==> src/rtl/oam_dma_pkg.sv <==
// rtl/oam_dma_pkg.sv - shared state encoding and bus addresses for the sprite DMA engine
// Purpose: types and constants imported by oam_dma.
//   dma_state_t     : engine state (3-bit)
//   ADDR_OAMDMA     : CPU register address that starts a transfer ($4014)
//   ADDR_OAMDATA    : PPU OAMDATA port written by the engine ($2004)
//   XFER_BYTES_NES  : bytes moved per transfer
package oam_dma_pkg;

  typedef enum logic [2:0] {
    DMA_IDLE  = 3'd0,
    DMA_HALT  = 3'd1,
    DMA_ALIGN = 3'd2,
    DMA_READ  = 3'd3,
    DMA_WRITE = 3'd4
  } dma_state_t;

  localparam logic [15:0] ADDR_OAMDMA    = 16'h4014;
  localparam logic [15:0] ADDR_OAMDATA   = 16'h2004;
  localparam int          XFER_BYTES_NES = 256;

endpackage

==> src/rtl/oam_dma.sv <==
// rtl/oam_dma.sv - NES sprite DMA engine sitting between the CPU core and the system bus
// Purpose: a CPU write to DMA_REG_ADDR stalls the core and copies XFER_BYTES bytes from
// page {val,8'h00} to OAM_PORT_ADDR. When idle the CPU bus is passed through untouched.
// Ports:
//   i_clk          system clock, one CPU cycle per rising edge
//   i_reset        asynchronous active-high reset
//   i_cpu_addr     CPU address output
//   i_cpu_wdata    CPU write data
//   i_cpu_rw       CPU direction, 1=read 0=write
//   i_bus_rdata    read data returned by the system bus
//   o_bus_addr     address driven to the system bus
//   o_bus_wdata    write data driven to the system bus
//   o_bus_rw       bus direction, 1=read 0=write
//   o_cpu_stall    CPU core must not advance this cycle
//   o_dma_active   engine owns the bus
module oam_dma
  import oam_dma_pkg::*;
#(
  parameter logic [15:0] DMA_REG_ADDR  = ADDR_OAMDMA,
  parameter logic [15:0] OAM_PORT_ADDR = ADDR_OAMDATA,
  parameter int          XFER_BYTES    = XFER_BYTES_NES
) (
  input  logic        i_clk,
  input  logic        i_reset,
  input  logic [15:0] i_cpu_addr,
  input  logic [7:0]  i_cpu_wdata,
  input  logic        i_cpu_rw,
  input  logic [7:0]  i_bus_rdata,
  output logic [15:0] o_bus_addr,
  output logic [7:0]  o_bus_wdata,
  output logic        o_bus_rw,
  output logic        o_cpu_stall,
  output logic        o_dma_active
);

  localparam logic [8:0] LAST_IDX = 9'(XFER_BYTES - 1);

  dma_state_t  r_state;
  logic        r_parity;
  logic [7:0]  r_page;
  logic [7:0]  r_latch;
  logic [8:0]  r_idx;

  logic        w_trigger;

  // Reads of the DMA register never start a transfer; only a CPU write does.
  assign w_trigger = !i_cpu_rw && (i_cpu_addr == DMA_REG_ADDR);

  always_ff @(posedge i_clk or posedge i_reset) begin
    if (i_reset) begin
      r_state  <= DMA_IDLE;
      r_parity <= 1'b0;
      r_page   <= 8'h00;
      r_idx    <= 9'd0;
      r_latch  <= 8'h00;
    end else begin
      // Free-running cycle parity; 1 marks an odd CPU cycle.
      r_parity <= ~r_parity;
      case (r_state)
        DMA_IDLE: begin
          if (w_trigger) begin
            r_page  <= i_cpu_wdata;
            r_idx   <= 9'd0;
            r_state <= DMA_HALT;
          end
        end
        // An extra dummy cycle keeps the read/write pairs on the proper cycle parity.
        DMA_HALT:  r_state <= r_parity ? DMA_ALIGN : DMA_READ;
        DMA_ALIGN: r_state <= DMA_READ;
        DMA_READ: begin
          r_latch <= i_bus_rdata;
          r_state <= DMA_WRITE;
        end
        DMA_WRITE: begin
          r_idx   <= r_idx + 9'd1;
          r_state <= (r_idx == LAST_IDX) ? DMA_IDLE : DMA_READ;
        end
        default: r_state <= DMA_IDLE;
      endcase
    end
  end

  always_comb begin
    o_bus_addr  = i_cpu_addr;
    o_bus_wdata = i_cpu_wdata;
    o_bus_rw    = i_cpu_rw;
    case (r_state)
      // Dummy cycles present the CPU address as a read so the bus sees no side effect.
      DMA_HALT, DMA_ALIGN: begin
        o_bus_rw = 1'b1;
      end
      DMA_READ: begin
        // Low byte comes only from idx[7:0]; nothing carries into the page.
        o_bus_addr  = {r_page, r_idx[7:0]};
        o_bus_wdata = r_latch;
        o_bus_rw    = 1'b1;
      end
      DMA_WRITE: begin
        o_bus_addr  = OAM_PORT_ADDR;
        o_bus_wdata = r_latch;
        o_bus_rw    = 1'b0;
      end
      default: ;
    endcase
  end

  assign o_dma_active = (r_state != DMA_IDLE);
  assign o_cpu_stall  = o_dma_active;

endmodule

==> config.mk <==
export PLATFORM = sky130hd
export DESIGN_NAME = oam_dma
export DESIGN_NICKNAME = d
export VERILOG_FILES = /design/src/rtl/oam_dma_pkg.sv /design/src/rtl/oam_dma.sv
export SDC_FILE = /design/constraint.sdc
export NUM_CORES = 1
export LEC_CHECK = 0
export ABC_CLOCK_PERIOD_IN_PS = 2000
export CAP_MARGIN = 25
export CORE_ASPECT_RATIO = 1.25
export CORE_MARGIN = 1
export CORE_UTILIZATION = 30
export CTS_CLUSTER_DIAMETER = 60
export CTS_CLUSTER_SIZE = 16
export DETAILED_ROUTE_END_ITERATION = 10
export GPL_ROUTABILITY_DRIVEN = 0
export GPL_TIMING_DRIVEN = 1
export PLACE_DENSITY = 0.56
export SYNTH_ARGS = -nofsm -noshare
export SYNTH_HDL_FRONTEND = slang
export SYNTH_SLANG_ARGS = --single-unit
export TNS_END_PERCENT = 30
==> constraint.sdc <==
create_clock -name i_clk -period 2 [get_ports i_clk]
set_input_delay 0.3 -clock i_clk [delete_from_list [all_inputs] [get_ports i_clk]]
set_output_delay 0.3 -clock i_clk [all_outputs]
set_load 0.03 [all_outputs]
==> metrics, run 1 <==
grt total ovfl=0; global-route wire length before repair=8100 µm; cells after synthesis=167; Seq. cell area=~730 µm²; area occupied by multi-input gates=902 µm²; Mapped Nets=between 200 and 250; largest fanout on the critical path=4; # port buffers=61; Worst Hold Class=in -> async; synth cell count leaders=38 x nand2_1, 29 x dfrtp_1, 15 x mux2_2, 14 x a22o_1, 7 x nor2_1; WL/cell=15.4 µm; FMAX=0.476 GHz; Fin. Hold Viols=0; initial antenna violation count=0; GRT Resource Usage Total=0.191; vias in the first global route=1619; Worst-Margin Slew=0.393 ns; Finished Layout Cells=approximately 320; total wire length=4850 µm; largest net degree at the start of global routing=30; Reg power frac=0.234; io pins=62; headroom to the max-slew limit=0.738; Top cell by count, worst path=buf_6; crit-path cells=buf_6, nand2_2, or2_4, inv_4, nor2_4, clkbuf_16, mux2_4, buf_6; fin util=0.531; max incr delay on CP=about 0.40 ns; peak supply drop=about 660 µV; Post-synth EDFFs=0; final worst slack=-0.102 ns; Area contributors post-synth=dfrtp_1 44%, mux2_2 10%, nand2_1 8.7%, a22o_1 7.5%, o21ai_0 1.8%; CTS clk-pin slew, worst paths=0.06 ns; period utilization=1.05; design area=0.00274 mm²; PD cells=1510 mW/mm²; combinational share of power=0.648; worst skew pair latency=0.28 ns; Die ar.=0.00574 mm²; minimum clock period=2.10 ns; Synth warnings=0; failing checks=negative setup slack; dpl cell area=0.00235 mm²; root buffer cell=clkbuf_8; fillers=470; LEAKAGE=1.32 nW; initial core utilization=0.317; outcome=finished, violations left; FP Rows=29; drt drc=0; Clock Sinks=29; Post-CTS Hold Buffers=0; Clock Path Buffers=2; placed insts=roughly 300; post-synth top area cell=dfrtp_1; drt via density=about 5; core area=0.00515 mm²; maxcap violations=0; critical path startpoint category=flip-flop; # diodes=0; Final ANT Viol Nets=0; Die Y=84.5 µm; worst path required time=1.70 ns; share of the yosys chip area belonging to registers=0.445; share of the synthesized area in the top cell type=0.445; clk_skew=between 0.006 and 0.007 ns; Net Sw Frac=0.424; syn avg cell area=9.77 µm²; Pre-antenna DRT Iters=6; CP max-delay cell=dfrtp_1; dpl hpwl=3280 µm; P&R area growth vs syn=67.6%; max-slew violations=0; Die X=68.0 µm; Synth async-reset ratio=1.00; Synth Cell Area=0.00163 mm²; CP Class=reg -> out; Yosys cell types=37; Critical Path AT=1.80 ns; net load switching power=0.00175 W; CTS HTree Levels=2; initial DRC count=61; CTS tree=built; total CTS buffers=5; total design power=roughly 0.0041 W; Clock power frac=0.118; Seq cells post-synth=29; Vias=1579; count leader, synth=nand2_1; DP Worst Slack=-0.193 ns; Top FF cell, synth=dfrtp_1; share of layout cells above drive strength 1=0.370; Net count, final=roughly 290; Setup-failing EPs final=22; unrepaired setup endpoints after global routing=true; Worst Setup End Kind=output pin; P_int=around 0.0024 W
[per-stage QoR]
| step | hold WS, ns | TNS, ns |
|---|---|---|
| 2_1_floorplan | 0.378 | 0 |
| 3_3_place_gp | 0.414 | -1.52 |
| 3_5_place_dp | 0.416 | -2.47 |
| 4_1_cts | 0.411 | -2.69 |
| 5_1_grt | 0.443 | -3.49 |
| 6_report | 0.394 | -1.95 |
[power groups by stage]
stage | sequential [W] | clock [W] | combinational (W)
2_1_floorplan | 0.000906 | 0 | 0.00137
3_3_place_gp | 0.000954 | 0 | 0.00210
3_5_place_dp | 0.000955 | 0 | 0.00210
4_1_cts | 0.000957 | 0.000509 | 0.00255
5_1_grt | 0.000989 | 0.000530 | 0.00287
6_report | 0.000962 | 0.000486 | 0.00267
[layout make-up]
cell class,instances,share of cell area
Timing Repair Buffer,92,0.339
Multi-Input combinational cell,122,0.330
Sequential cell,29,0.265
Clock buffer,7,0.0316
Tap cell,62,0.0284
Inverter,4,0.00640
[repair_timing]
item                       CTS  global route
setup endpoints to repair   26            38
hold endpoints to repair     0             0
gates resized for setup     36            22
pin swaps                    1             3
buffers inserted             4             5
gates cloned                 2             0
[flip-flops by register name (all words and copies together) (netlist names)]
| signal | cells |
|---|---|
| r_parity | 1 |
| r_page | 8 |
| r_latch | 8 |
| r_state | 3 |
| r_idx | 9 |
[cell usage in the layout, fill, tap and decap left out, drive strengths merged]
| cell type | count |
|---|---|
| buf | 55 |
| nand2 | 38 |
| clkdlybuf4s50 | 34 |
| dfrtp | 29 |
| mux2 | 16 |
| a22o | 14 |
| clkbuf | 10 |
| nor2 | 7 |
| o21ai | 6 |
| nor3 | 5 |
| nand3 | 4 |
| inv | 4 |
| xnor2 | 3 |
| nor4 | 3 |
| or3 | 3 |
| nor4b | 2 |
| a21oi | 2 |
| o22a | 2 |
| nor2b | 2 |
| o211ai | 2 |
| ha | 2 |
| nor3b | 2 |
| or3b | 1 |
| nand4b | 1 |
| or2 | 1 |
| o22ai | 1 |
| a211o | 1 |
| or4b | 1 |
| o21bai | 1 |
| o31ai | 1 |
| or4 | 1 |
[kinds of logic (layout without fill, tap and decap cells)]
kind of cell | Yosys count | after routing | share of synthesized area
AO/OA/AOI/OAI | 30 | 30 | 0.138
flip-flops | 29 | 29 | 0.445
adder cells (fa/ha/maj) | 2 | 2 | 0.0153
multiplexers | 16 | 16 | 0.113
buffers and inverters | 16 | 103 | 0.0521
XOR/XNOR | 3 | 3 | 0.0161
AND/OR/NAND/NOR | 71 | 71 | 0.221
[per-layer routing]
metal | global-route usage | routed length, µm
met1 | 0.244 | 2170
met2 | 0.306 | 2340
met3 | 0.0611 | 288
met4 | 0.0511 | 57
met5 | 0 | 0
[worst paths after layout]
path	startpoint	endpoint	slack (ns)	depth (start not counted)
max reg2reg	r_state[0]$_DFFE_PP0P_	r_page[4]$_DFFE_PP0P_	0.09	6
min in group i_clk	r_parity$_DFF_PP0_	r_parity$_DFF_PP0_	0.42	1
max	r_state[1]$_DFFE_PP0P_	o_bus_wdata[0]	-0.10	8
min	i_reset	r_latch[0]$_DFFE_PP0N_	0.39	3
max in group asynchronous	i_reset	r_idx[4]$_DFFE_PP0P_	1.32	3
min reg2reg	r_parity$_DFF_PP0_	r_parity$_DFF_PP0_	0.42	1
[worst max-delay path: cells and delay by family, from the launching register on]
kind,cells,cell delay (ns)
flip-flops,1,0.40
buffers and inverters,4,0.48
multiplexers,1,0.30
AND/OR/NAND/NOR,3,0.33
Note: power is estimated with default switching activity, not from simulation.
==> inputs of run 2 (changes only) <==
--- a/config.mk
+++ b/config.mk
@@ -5,7 +5,7 @@
 export SDC_FILE = /design/constraint.sdc
 export NUM_CORES = 1
 export LEC_CHECK = 0
-export ABC_CLOCK_PERIOD_IN_PS = 2000
+export ABC_CLOCK_PERIOD_IN_PS = 1850
 export CAP_MARGIN = 25
 export CORE_ASPECT_RATIO = 1.25
 export CORE_MARGIN = 1
@@ -15,7 +15,7 @@
 export DETAILED_ROUTE_END_ITERATION = 10
 export GPL_ROUTABILITY_DRIVEN = 0
 export GPL_TIMING_DRIVEN = 1
-export PLACE_DENSITY = 0.56
+export PLACE_DENSITY = 0.58
 export SYNTH_ARGS = -nofsm -noshare
 export SYNTH_HDL_FRONTEND = slang
 export SYNTH_SLANG_ARGS = --single-unit
==> constraint.sdc (replaced) <==
create_clock -name i_clk -period 1.85 [get_ports i_clk]
set_input_delay 0.2775 -clock i_clk [delete_from_list [all_inputs] [get_ports i_clk]]
set_output_delay 0.2775 -clock i_clk [all_outputs]
set_load 0.03 [all_outputs]
==> metrics, run 2 (synthesis results as in run 1) <==
Die Y=84.5 µm (unchanged); WL/cell=14.2 µm (-7.6%); Clock Sinks=29 (unchanged); critical path startpoint category=flip-flop; Vias=1555 (-1.5%); CTS HTree Levels=2 (unchanged); initial core utilization=0.317 (unchanged); FMAX=0.500 GHz; CP Capture Point=o_bus_wdata[7]; Die X=68.0 µm (unchanged); Die ar.=0.00574 mm² (unchanged); largest net degree at the start of global routing=30 (unchanged); CP startpoint=r_state[0]$_DFFE_PP0P_; grt total ovfl=0 (unchanged); Clock Path Buffers=2 (unchanged); largest fanout on the critical path=7 (+3); Worst path depth=7 (-1); vias in the first global route=1570 (-3.0%); Top Family by Delay on Critical Path=flip-flops; headroom to the max-slew limit=0.749 (+0.0114); Reg power frac=0.260 (+0.026); Net Sw Frac=0.435 (+0.0104); drt drc=0 (unchanged); total CTS buffers=5 (unchanged); FP Rows=29 (unchanged); GRT Resource Usage Total=0.180 (-0.0110); Worst R2R End=r_state[1]$_DFFE_PP0P_; CP max-delay cell=dfrtp_2; maxcap violations=0 (unchanged); crit-path cells=nand2_1, or2_4, inv_4, nor2_4, buf_8, mux2_4, buf_6; max incr delay on CP=0.44 ns (+0.04 ns); outcome=finished, violations left; drt via density=4.86 (-2.8%); Critical Path AT=1.72 ns (-0.08 ns); commonest non-fill, non-tap cell in the layout=buf_4; root buffer cell=clkbuf_8; Worst Setup End Kind=output pin; io pins=62 (unchanged); Bufs and invs on worst path=3 (-1); global-route wire length before repair=7730 µm (-4.5%); peak supply drop=749 µV (+13%); P_int=0.00227 W (-4.2%); reg2reg path depth=6 (unchanged); share of layout cells above drive strength 1=0.368 (-0.00186); Final ANT Viol Nets=0 (unchanged); # port buffers=61 (unchanged); max-slew violations=0 (unchanged); Clock power frac=0.130 (+0.012); total wire length=4540 µm (-6.4%); Fin. Hold Viols=0 (unchanged); combinational share of power=0.611 (-0.037); DP Worst Slack=-0.442 ns (-0.249 ns); final worst slack=-0.148 ns (-0.0464 ns); Critical R2R Launch=r_idx[0]$_DFFE_PP0P_; CTS tree=built; net load switching power=0.00175 W (about the same); Net count, final=295 (+1.4%); worst path required time=1.57 ns (-0.13 ns); core area=0.00515 mm² (unchanged); P&R area growth vs syn=62.6%; Largest regs=r_idx x9, r_latch x8, r_page x8; total design power=0.00402 W (-2.4%); Post-CTS Hold Buffers=0 (unchanged); PD cells=1520 mW/mm² (+0.61%); dpl hpwl=3210 µm (-2.2%); initial DRC count=58 (-4.9%); Setup-failing EPs final=24 (+9.1%); unrepaired setup endpoints after global routing=true; minimum clock period=2.00 ns; LEAKAGE=1.31 nW (-0.58%); clk_skew=0.00309 ns (-0.00366 ns); failing checks=negative setup slack; commonest cells after routing, fill and taps aside=46 x buf_4, 38 x nand2_1, 28 x clkdlybuf4s50_1; # diodes=0 (unchanged); initial antenna violation count=0 (unchanged); period utilization=1.08; internal reg-to-reg setup slack=0.10 ns (about the same); Worst-Margin Slew=0.376 ns (-0.0172 ns); CTS clk-pin slew, worst paths=0.06 ns (about the same); Worst Hold Class=in -> async; Largest register FFs=9 (unchanged); most flop-heavy register=r_idx; CP Class=reg -> out; Pre-antenna DRT Iters=4 (-2); worst skew pair latency=0.28 ns (about the same)
[run 2: cell types whose count changed in the layout (fill, tap and decap cells not counted), moves of 6 or more]
cell	change
buf_4	+21
buf_6	-16
clkdlybuf4s50_1	-6
dlygate4sd2_1	+6
[run 2: worst min path at each step]
stage | start | endpoint | slack [ns] | cells after the start
2_1_floorplan | i_reset | r_idx[0]$_DFFE_PP0P_ | 0.36 | 1
5_1_grt | i_reset | r_parity$_DFF_PP0_ | 0.43 | 3
3_3_place_gp | r_parity$_DFF_PP0_ | r_parity$_DFF_PP0_ | 0.43 | 1
6_report | i_reset | r_latch[1]$_DFFE_PP0N_ | 0.37 | 3
4_1_cts | i_reset | r_idx[8]$_DFFE_PP0P_ | 0.38 | 3
3_5_place_dp | r_parity$_DFF_PP0_ | r_parity$_DFF_PP0_ | 0.44 | 1
[run 2: metrics by stage]
step	utilization	cells	setup TNS (ns)	hold WS, ns	instance area [µm²]
floorplan	-	167	-0.119	0.356	1630
global placement	0.470	309	-6.08	0.433	2420
detailed placement	0.470	309	-6.44	0.436	2420
CTS	0.507	320	-2.63	0.382	2610
global route	0.515	320	-3.96	0.428	2650
finish	0.515	320	-2.28	0.366	2650
[run 2: layer usage]
metal / vias to the layer above / part of all wire / track usage
met3: 6 / 0.041 / 0.0516
li1: 776 / - / -
met4: 0 / 0.018 / 0.0739
met1: 733 / 0.45 / 0.245
met5: - / 0 / 0
met2: 40 / 0.49 / 0.265
[run 2: power groups by stage]
stage / clock network, W / logic [W] / registers, W
floorplan: 0 / 0.00148 / 0.000979
global placement: 0 / 0.00222 / 0.00105
detailed placement: 0 / 0.00223 / 0.00105
CTS: 0.000538 / 0.00242 / 0.00104
global route: 0.000574 / 0.00266 / 0.00108
finish: 0.000521 / 0.00245 / 0.00104
[run 2: tightest hold or removal path, cell delays in order]
cell	delay, ns
clkdlybuf4s50_1	0.39
inv_1	0.05
buf_4	0.34
[run 2: cell type report]
class,count,area [µm²]
Clock buffer,7,86.3
Fill cell,483,2500
Inverter,4,17.5
Multi-Input combinational cell,122,885
Sequential cell,29,728
Tap cell,62,77.6
Timing Repair Buffer,96,858
[run 2: repair_timing]
action	in CTS	in global routing
gates cloned	1	0
setup buffers	3	0
pin swaps	2	4
resized for setup	29	11
endpoints found under the setup margin	41	37
